## config.mk

```make
export PLATFORM = sky130hd
export DESIGN_NAME = core_alu_arb
export DESIGN_NICKNAME = d
export VERILOG_FILES = /design/src/rtl/core_alu_arb_pkg.sv /design/src/rtl/core_alu.sv /design/src/rtl/core_alu_arb.sv
export SDC_FILE = /design/constraint.sdc
export NUM_CORES = 1
export LEC_CHECK = 0
export BUFFER_PORTS_ARGS = -buffer_cell sky130_fd_sc_hd__buf_2
export CAP_MARGIN = 10
export CORE_ASPECT_RATIO = 0.75
export CORE_UTILIZATION = 27
export CTS_BUF_LIST = sky130_fd_sc_hd__clkbuf_8
export CTS_CLUSTER_DIAMETER = 150
export DETAILED_ROUTE_END_ITERATION = 7
export GPL_ROUTABILITY_DRIVEN = 0
export PLACE_DENSITY = 0.5
export SYNTH_ARGS = -nofsm -noshare
export SYNTH_HDL_FRONTEND = slang
export SYNTH_HIERARCHICAL = 1
export SYNTH_SLANG_ARGS = --single-unit
```

## constraint.sdc

```tcl
create_clock -name clk -period 8.3 [get_ports clk]
set_input_delay 1.66 -clock clk [delete_from_list [all_inputs] [get_ports clk]]
set_output_delay 1.66 -clock clk [all_outputs]
set_load 0.01 [all_outputs]
```

## src/rtl/core_alu_arb_pkg.sv

```systemverilog
// Shared ALU word/function types, function codes and compare result codes.
// Imported by the ALU and the two-port ALU arbiter.
package core_alu_arb_pkg;

  localparam int WORD_W  = 32;
  localparam int FUNC_W  = 4;
  localparam int SHAMT_W = $clog2(WORD_W);

  typedef logic [WORD_W-1:0] word_t;
  typedef logic [FUNC_W-1:0] func_t;

  localparam func_t ALU_ADD  = 4'd0;
  localparam func_t ALU_SUB  = 4'd1;
  localparam func_t ALU_AND  = 4'd2;
  localparam func_t ALU_OR   = 4'd3;
  localparam func_t ALU_XOR  = 4'd4;
  localparam func_t ALU_SLL  = 4'd5;
  localparam func_t ALU_SRL  = 4'd6;
  localparam func_t ALU_SRA  = 4'd7;
  localparam func_t ALU_SLT  = 4'd8;
  localparam func_t ALU_SLTU = 4'd9;
  localparam func_t ALU_CMP  = 4'd10;
  localparam func_t ALU_CMPU = 4'd11;

  localparam logic  ALU_ENABLE  = 1'b1;
  localparam logic  ALU_DISABLE = 1'b0;
  localparam word_t ZERO_WORD   = '0;

  localparam word_t CMP_LT = 32'd1;
  localparam word_t CMP_EQ = 32'd2;
  localparam word_t CMP_GT = 32'd4;

  // Three-way compare; is_signed selects two's-complement ordering.
  function automatic word_t cmp3(input word_t a, input word_t b, input logic is_signed);
    logic lt;
    lt = is_signed ? ($signed(a) < $signed(b)) : (a < b);
    if (a == b)  return CMP_EQ;
    else if (lt) return CMP_LT;
    else         return CMP_GT;
  endfunction

endpackage

```

## src/rtl/core_alu.sv

```systemverilog
// Combinational ALU; output forced to zero whenever evaluation is disabled.
module core_alu
  import core_alu_arb_pkg::*;
(
  input  logic  en,
  input  func_t func,
  input  word_t op1,
  input  word_t op2,
  output word_t result
);

  logic [SHAMT_W-1:0] shamt;
  assign shamt = op2[SHAMT_W-1:0];

  always_comb begin
    result = ZERO_WORD;
    if (en == ALU_ENABLE) begin
      case (func)
        ALU_ADD:  result = op1 + op2;
        ALU_SUB:  result = op1 - op2;
        ALU_AND:  result = op1 & op2;
        ALU_OR:   result = op1 | op2;
        ALU_XOR:  result = op1 ^ op2;
        ALU_SLL:  result = op1 << shamt;
        ALU_SRL:  result = op1 >> shamt;
        ALU_SRA:  result = word_t'($signed(op1) >>> shamt);
        ALU_SLT:  result = {{(WORD_W-1){1'b0}}, $signed(op1) < $signed(op2)};
        ALU_SLTU: result = {{(WORD_W-1){1'b0}}, op1 < op2};
        ALU_CMP:  result = cmp3(op1, op2, 1'b1);
        ALU_CMPU: result = cmp3(op1, op2, 1'b0);
        default:  result = ZERO_WORD;
      endcase
    end
  end

endmodule

```

## src/rtl/core_alu_arb.sv

```systemverilog
// Two-requester front end for a single ALU: arbitrate, latch, execute one
// cycle, then hold the result until the owning requester takes it.
module core_alu_arb
  import core_alu_arb_pkg::*;
#(
  parameter bit FAIR_EN = 1'b1
) (
  input  logic       clk,
  input  logic       rst_n,
  input  logic       req0_valid,
  output logic       req0_ready,
  input  word_t      req0_op1,
  input  word_t      req0_op2,
  input  func_t      req0_func,
  input  logic       req1_valid,
  output logic       req1_ready,
  input  word_t      req1_op1,
  input  word_t      req1_op2,
  input  func_t      req1_func,
  output logic       res0_valid,
  input  logic       res0_ready,
  output logic       res1_valid,
  input  logic       res1_ready,
  output word_t      res_data,
  output logic [1:0] fsm_state
);

  // Handshake: a transfer happens on a rising edge where valid && ready are
  // both high; valid never waits on ready, ready is only offered in IDLE.
  typedef enum logic [1:0] {IDLE = 2'd0, EXEC = 2'd1, RESP = 2'd2} state_t;

  state_t state;
  logic   grant_idx, last_grant, lat_idx, accept, res_take, in_idle;
  word_t  lat_op1, lat_op2, alu_result;
  func_t  lat_func;

  always_comb begin
    if (FAIR_EN) grant_idx = (req0_valid & req1_valid) ? ~last_grant : req1_valid;
    else         grant_idx = ~req0_valid;
  end

  // rst_n gates ready so nothing can be accepted while reset is held.
  assign in_idle    = (state == IDLE) & rst_n;
  assign req0_ready = in_idle & req0_valid & ~grant_idx;
  assign req1_ready = in_idle & req1_valid &  grant_idx;
  assign accept     = req0_ready | req1_ready;

  assign res0_valid = (state == RESP) & ~lat_idx;
  assign res1_valid = (state == RESP) &  lat_idx;
  assign res_take   = lat_idx ? res1_ready : res0_ready;
  assign fsm_state  = state;

  always_ff @(posedge clk or negedge rst_n) begin
    if (!rst_n) begin
      state      <= IDLE;
      lat_op1    <= ZERO_WORD;
      lat_op2    <= ZERO_WORD;
      lat_func   <= ALU_ADD;
      lat_idx    <= 1'b0;
      last_grant <= 1'b1;
      res_data   <= ZERO_WORD;
    end else begin
      case (state)
        IDLE: if (accept) begin
          lat_op1    <= grant_idx ? req1_op1  : req0_op1;
          lat_op2    <= grant_idx ? req1_op2  : req0_op2;
          lat_func   <= grant_idx ? req1_func : req0_func;
          lat_idx    <= grant_idx;
          last_grant <= grant_idx;
          state      <= EXEC;
        end
        EXEC: begin
          res_data <= alu_result;
          state    <= RESP;
        end
        RESP: if (res_take) state <= IDLE;
        default: state <= IDLE;
      endcase
    end
  end

  core_alu u_alu (
    .en     ((state == EXEC) ? ALU_ENABLE : ALU_DISABLE),
    .func   (lat_func),
    .op1    (lat_op1),
    .op2    (lat_op2),
    .result (alu_result)
  );

endmodule
```

# Word level (Yosys, flattened, before mapping)
# Cells that the tools add are included.
# W data, S select, Z words.
[op_classes]
addsub = 2
mul = 0
div = 0
order_cmp = 2
eq_ne = 16
shifts = 3
n_mux = 15
bitwise = 15
n_reduce_logical = 4
[ops]
columns = ["operator", "n"]
rows = [
  ["$pmux W32 S12", 1],
  ["$mux W32", 5],
  ["$lt A32 B32 Y1", 2],
  ["$add A32 B32 Y32", 1],
  ["$and A32 B32 Y32", 1],
  ["$eq A32 B32 Y1", 1],
  ["$or A32 B32 Y32", 1],
  ["$shl A32 B5 Y32", 1],
  ["$shr A32 B5 Y32", 1],
  ["$sshr A32 B5 Y32", 1],
  ["$sub A32 B32 Y32", 1],
  ["$xor A32 B32 Y32", 1],
  ["$eq A4 B3 Y1 const B", 4],
  ["$eq A4 B4 Y1 const B", 4],
  ["$and A1 B1 Y1", 8],
  ["$eq A4 B2 Y1 const B", 2],
  ["$mux W3", 2],
  ["$pmux W2 S3", 1],
  ["$eq A4 B1 Y1 const B", 1],
  ["$logic_not A4 Y1", 1],
  ["$mux W2", 2],
  ["$mux W4", 1],
  ["$ne A2 B2 Y1 const B", 2],
  ["$reduce_and A2 Y1", 2],
  ["other kinds (6)", 10],
]
[word_totals]
ff_bits = 104
latch_bits = 0
ramBits = 0
rom_bits = 0
out_inout_bits = 38
word_cells = 64
mem_count = 0

# Depth between registers and ports, before layout
# Gate-level depths: netlist of run 1.
[depth]
ltp_word = 7
depth_mapped = 16
ltp_nobuf = 14

# Hierarchy
# The synthesis of run 1 kept the hierarchy.
[modules_own_cells]
columns = ["module", "instances", "cells_each", "area_each_um2", "seq_area_each_um2"]
rows = [
  ["core_alu", 1, 1295, 8919.8, 0.0],
  ["core_alu_arb", 1, 333, 4583.1, 2603.7],
]

# Worst setup path before layout of run 1
# OpenSTA, ideal clock, no wires.
[synth_timing]
path_kind = "input -> output"
start = "input req1_valid"
end = "output req1_ready"
arrival_time_ns = 2.622
slack_ns = 4.018
stages = 4
cell_sequence = "a21bo_2 > buf_6 > buf_2 > nor4b_1"
[synth_between]
elab_chain_cells = 3
[synth_rtl]
columns = ["element", "line", "source"]
rows = [
  ["from (decl)", "core_alu_arb.sv:15", "input logic req1_valid,"],
  ["$and A1 B1 Y1", "core_alu_arb.sv:38", "if (FAIR_EN) grant_idx = (req0_valid & req1_valid) ? ~last_grant : req1_valid;"],
  ["$mux W1", "core_alu_arb.sv:38", ""],
  ["$and A1 B1 Y1 *", "core_alu_arb.sv:45", "assign req1_ready = in_idle & req1_valid & grant_idx;"],
  ["to (decl)", "core_alu_arb.sv:16", "output logic req1_ready,"],
]
# Every way passes the cells marked *; elsewhere a longest branch is shown, timed or not.

# Worst setup path in the final report of run 1
[layout_timing]
start = "input rst_n"
end = "output req0_ready"
[layout_between]
elab_chain_cells = 3
[layout_rtl]
columns = ["element", "line", "source"]
rows = [
  ["from (decl)", "core_alu_arb.sv:9", "input logic rst_n,"],
  ["$and A1 B1 Y1", "core_alu_arb.sv:43", "assign in_idle = (state == IDLE) & rst_n;"],
  ["$and A1 B1 Y1 (2 in a row)", "core_alu_arb.sv:44", "assign req0_ready = in_idle & req0_valid & ~grant_idx;"],
  ["to (decl)", "core_alu_arb.sv:11", "output logic req0_ready,"],
]
# No other way between the ends.

==> key figures, run 1 <==
Status
  – Status: finished clean

Yosys
  – Ys flop type: dfrtp_1
  – Syn Area/Cell: 8.29 um^2
  – Syn. warnings: 6
  – Netlist cell types: 91
  – Number of flops mapped to enable cells by yosys: 0
  – Synth Instances: 1628
  – Count leader, synth: nor2_1
  – Share of the synthesized area in the top cell type: 19.1%
  – Top cells by count, synth: 174 x nor2_1, 127 x a21oi_1, 111 x nand2_1
  – Area contributors post-synth: dfrtp_1 19%, ha_1 9.3%, mux4_2 9.2%
  – Syn nets: 1872
  – Post-synth ARST share: 100%
  – Post-synthesis sequential area ratio: 19.3%
  – Top cell type by total area after synthesis: dfrtp_1
  – Post-synthesis cell area: 13500 um^2
  – Synth Register Bits: 104

Routing
  – Post-route ant nets: 0
  – First-pass detailed-route iteration total: 7
  – Detailed-route DRC error count: 0
  – Wire per inst: 24.4 um
  – Routed via count: 14200
  – Detailed Route WL: 57400 um
  – Initial DRC Count: 1776
  – Via density: 6.01

STA
  – Max Slew Vio Count: 0
  – RSZ-0062 raised after global routing: no
  – Final Critical Period: 5.44 ns
  – Setup TNS: 0 ns
  – Period utilisation layout: 65.5%
  – Fmax: 184 MHz
  – Worst hold margin: 0.511 ns
  – Hold Violations, Final: 0
  – Relative max-transition margin: 16.9%
  – Endpoints failing setup: 0
  – Worst-margin pin slew: 1.24 ns
  – Setup Skew: 0.0181 ns

Floorplan
  – Die width: 260 um
  – IO Pins: 180
  – Die height: 196 um
  – Row Count: 70
  – Core area: 49000 um^2
  – Full die area: 50900 um^2
  – Starting Density: 27.5%

Placed design
  – Detailed Place HPWL: 43500 um
  – Port buffer count: 179
  – Placed cell areas: 14700 um^2
  – Placed Cells: 2337

Clock tree
  – CTS H-tree depth: 3
  – Number of buffers created by CTS: 9
  – PostCTS Resize Cnt: 0
  – Clock buffer depth: 2
  – CTS tree: done
  – Clk sinks: 104
  – Setup bufs post-CTS: 0
  – Clock transition at the registers of the reported paths: 0.10 ns
  – Number of hold buffers added after cts: 0
  – CTS Root Cell: clkbuf_8
  – Worst-Skew Late Latency: 0.44 ns

Global routing
  – Initial antenna violation count: 0
  – Vias in the first global route: 13100
  – GRT Total Usage: 22.4%
  – First-pass GRT wire length: 86200 um
  – Largest net degree at the start of global routing: 74
  – GR Overflow Total: 0

Layout
  – Final Instance Area: 14900 um^2
  – NumNets Final: 1944
  – Diodes inserted: 0
  – Syn-to-layout area delta: 10.5%
  – Final Instance Count excl. Fillers: 2353
  – Proportion of layout cells with a drive suffix above 1: 21.6%

Critical path
  – Critical path class: in -> out
  – Required @ worst endpoint: 6.64 ns
  – Setup crit start kind: primary input
  – R2R cell count: 13
  – CP Max Fanout: 73
  – WP data arrival: 3.78 ns
  – CP Capture Type: primary output

Hold path
  – WHS Path Cells: 1
  – Hold/Removal Path Class: reg -> reg

Job
  – Max Cap Viol: 0
==> placed cells by master (no fill, tap or decap), types with 12 or more instances in the layout <==
master,netlist,routed
a22oi_1,12,12
ha_1,100,100
buf_2,24,178
nor3_1,34,32
o32ai_1,71,71
mux2_2,38,38
a221oi_1,21,21
o31ai_1,17,17
o221ai_1,20,20
nand2_1,111,111
nor4_1,14,13
mux2i_1,36,36
o21bai_1,16,16
nand3_1,28,27
o22ai_1,16,16
o211ai_1,15,15
dfrtp_1,103,99
xnor2_1,13,13
a31oi_1,33,33
nor2_1,174,174
a2bb2oi_1,59,59
o21ai_0,71,71
a211oi_1,25,25
inv_1,86,87
a21oi_1,127,127
nand2b_1,14,14
mux4_2,55,55
buf_4,10,30
==> stage by stage <==
step | util [%] | setup slack (ns)
after global placement | 30.1 | 2.83
after floorplan | - | 4.02
after global routing | 30.4 | 2.58
final | 30.4 | 2.86
after detailed placement | 30.1 | 2.74
after CTS | 30.4 | 2.73
==> worst max-delay path, stage by stage <==
cell and delay (ns):
buf_4 0.52, nor3b_4 0.29, buf_4 0.71, nor3b_1 0.37, buf_2 0.20
==> state kept, by name (all words and copies together) (netlist names) <==
register and flops:
lat_func 4, lat_idx 1, last_grant 1, lat_op1 32, fsm_state 2, res_data 32, lat_op2 32
==> logic make-up after synthesis <==
kind of cell | count (synthesis) | synth area share (%)
AO/OA/AOI/OAI | 607 | 32.7
AND/OR/NAND/NOR | 427 | 14.2
buffers and inverters | 244 | 8.29
multiplexers | 130 | 15.1
flip-flops | 104 | 19.3
adder cells (fa/ha/maj) | 102 | 9.56
XOR/XNOR | 14 | 0.908
==> routing by layer <==
metal / share of wire (%) / track usage, %
met5: 0 / 0
met4: 2.2 / 5.22
met3: 13 / 7.62
met2: 41 / 31.2
met1: 45 / 32.5
==> layout make-up <==
class	instances	area (um^2)
inverter	97	364
sequential	104	2610
clock inverter	7	55.1
multi-input combinational	1280	9840
tap	648	811
clock buffer	9	124
timing repair buffer	208	1120
fill	5312	34100
==> worst paths after layout <==
check,from,end,slack [ns]
worst min register to register,res_data[15]$_DFFE_PN0P_,res_data[15]$_DFFE_PN0P_,0.51
worst max register to register,lat_op2[0]$_DFFE_PN0P_,res_data[30]$_DFFE_PN0P_,3.23
max in group asynchronous,rst_n,lat_op2[21]$_DFFE_PN0P_,5.84
worst min-delay path,res_data[15]$_DFFE_PN0P_,res_data[15]$_DFFE_PN0P_,0.51
worst max-delay path,rst_n,req0_ready,2.86
min in group asynchronous,rst_n,lat_op1[27]$_DFFE_PN0P_,1.24
Power of run 1 is not shown: default switching activity piles up to over one toggle a cycle in this logic, so the estimate is an artifact.
==> run 2, diff against run 1 <==
Clock period 8.3 ns to 5.15 ns, I/O delays scaled along.
==> run 2 against run 1 <==
Against the previous run: first-iteration DRC count is 17% higher; worst setup slack lost 2.1 ns; flip-flop and latch count stayed put; cell area is 0.67% higher; final cell count grew 0.47%; via count up 2.1%; register-to-register slack worse by 2.5 ns; routed wire length up 5.5%.
==> key figures, run 2 (synthesis results as in run 1) <==
Global routing
  – Vias in the first global route: 13400 (+1.9%)
  – Largest net degree at the start of global routing: 72 (-2.7%)
  – First-pass GRT wire length: 89600 um (+3.9%)
  – GR Overflow Total: 0 (unchanged)
  – GRT Total Usage: 23.4% (+1.0 points)
  – Initial antenna violation count: 1 (+1)

STA
  – Fmax: 227 MHz
  – Endpoints failing setup: 0 (unchanged)
  – Period utilisation layout: 85.5%
  – Hold Violations, Final: 0 (unchanged)
  – Setup TNS: 0 ns (unchanged)
  – Relative max-transition margin: 31.1% (+14 points)
  – Setup WS post-layout: 0.746 ns (-2.11 ns)
  – Final Critical Period: 4.40 ns
  – Setup Skew: 0.0202 ns (+0.00212 ns)
  – Max Slew Vio Count: 0 (unchanged)
  – Worst-margin pin slew: 1.03 ns (-0.210 ns)
  – RSZ-0062 raised after global routing: no

Critical path
  – Critical path class: reg -> reg
  – CP Max Fanout: 35 (-52%)
  – Setup crit start kind: register
  – Required @ worst endpoint: 5.50 ns (-1.14 ns)
  – WP data arrival: 4.75 ns (+0.97 ns)
  – CP Capture Type: register

Layout
  – Syn-to-layout area delta: 11.2%
  – Diodes inserted: 0 (unchanged)
  – Final Instance Area: 15000 um^2 (+0.67%)
  – Final Instance Count excl. Fillers: 2364 (+0.47%)
  – Proportion of layout cells with a drive suffix above 1: 22.1% (+0.56 points)
  – Top Registers: lat_op1 (32), lat_op2 (32), res_data (32)
  – Commonest non-fill, non-tap cells in the layout: 178 x buf_2, 174 x nor2_1, 127 x a21oi_1
  – NumNets Final: 1955 (+0.57%)
  – Commonest non-fill, non-tap cell in the layout: buf_2

Floorplan
  – Core area: 49000 um^2 (unchanged)
  – Die height: 196 um (unchanged)
  – Full die area: 50900 um^2 (unchanged)
  – Row Count: 70 (unchanged)
  – IO Pins: 180 (unchanged)
  – Starting Density: 27.5% (unchanged)
  – Die width: 260 um (unchanged)

Placed design
  – Place WS: 0.892 ns (-1.85 ns)
  – Placed Cells: 2348 (+0.47%)
  – Port buffer count: 179 (unchanged)
  – Placed cell areas: 14800 um^2 (+0.65%)
  – Detailed Place HPWL: 45700 um (+5.0%)

Clock tree
  – Number of hold buffers added after cts: 0 (unchanged)
  – PostCTS Resize Cnt: 0 (unchanged)
  – Setup bufs post-CTS: 0 (unchanged)
  – Worst-Skew Late Latency: 0.45 ns (about the same)
  – Clock buffer depth: 2 (unchanged)
  – CTS H-tree depth: 3 (unchanged)
  – Clk sinks: 104 (unchanged)
  – CTS Root Cell: clkbuf_8
  – CTS tree: done
  – Clock transition at the registers of the reported paths: 0.13 ns (+0.03 ns)
  – Number of buffers created by CTS: 9 (unchanged)

Routing
  – Via density: 6.11 (+1.6%)
  – Wire per inst: 25.6 um (+5.0%)
  – Post-route ant nets: 0 (unchanged)
  – Initial DRC Count: 2078 (+17%)
  – First-pass detailed-route iteration total: 6 (-1)
  – Detailed-route DRC error count: 0 (unchanged)
  – Detailed Route WL: 60600 um (+5.5%)
  – Routed via count: 14400 (+2.1%)

Status
  – Status: finished clean

Hold path
  – Hold/Removal Path Class: reg -> reg

Job
  – Max Cap Viol: 0 (unchanged)
[run 2: changes by cell type in the layout (fill, tap and decap cells not counted), sizes merged]
cell,before,now
clkinvlp,1,0
inv,100,102
buf,208,219
clkinv,3,2
[run 2: layout make-up]
| cell class | count | area, um^2 |
|---|---|---|
| fillers | 5251 | 34000 |
| multi-input cells | 1280 | 9840 |
| flip-flops and latches | 104 | 2610 |
| repair buffers | 219 | 1210 |
| well taps | 648 | 811 |
| inverters | 97 | 364 |
| clock buffers | 9 | 124 |
| clock inverters | 7 | 60.1 |
[run 2: final timing paths]
path | from | end | slack [ns] | cells after the start
worst max-delay path | lat_op2[0]$_DFFE_PN0P_ | res_data[30]$_DFFE_PN0P_ | 0.75 | 12
worst min-delay path | res_data[19]$_DFFE_PN0P_ | res_data[19]$_DFFE_PN0P_ | 0.51 | 1
worst max register to register | lat_op2[0]$_DFFE_PN0P_ | res_data[30]$_DFFE_PN0P_ | 0.75 | 12
worst min register to register | res_data[19]$_DFFE_PN0P_ | res_data[19]$_DFFE_PN0P_ | 0.51 | 1
max in group asynchronous | rst_n | lat_op2[14]$_DFFE_PN0P_ | 3.18 | 3
min in group asynchronous | rst_n | fsm_state[0]$_DFFE_PN0P_ | 0.71 | 2
[run 2: stage by stage]
step	utilization, %	hold WS (ns)
global route	30.6	0.541
CTS	30.6	0.520
global placement	30.2	0.491
floorplan	-	0.503
finish	30.6	0.511
detailed placement	30.2	0.491
[run 2: worst max-delay path, cell delays in order, from the launching register on]
cell      delay (ns)
dfrtp_4         0.84
ha_1            0.35
fa_1            0.28
a211oi_1        0.12
o21ai_1         0.28
o21ai_1         0.14
a22oi_1         0.47
a41o_1          0.42
a41oi_1         0.23
o31ai_1         0.51
mux2i_1         0.25
o21ai_1         0.08
mux2_2          0.28
[run 2: layer usage]
layer	vias up	global-route usage, %	wire, um
li1	6413	-	-
met1	6995	34.5	26900
met2	952	32.9	24700
met3	82	6.98	7620
met4	2	5.28	1360
met5	-	0	13
Power of run 2 is left out for the same reason.
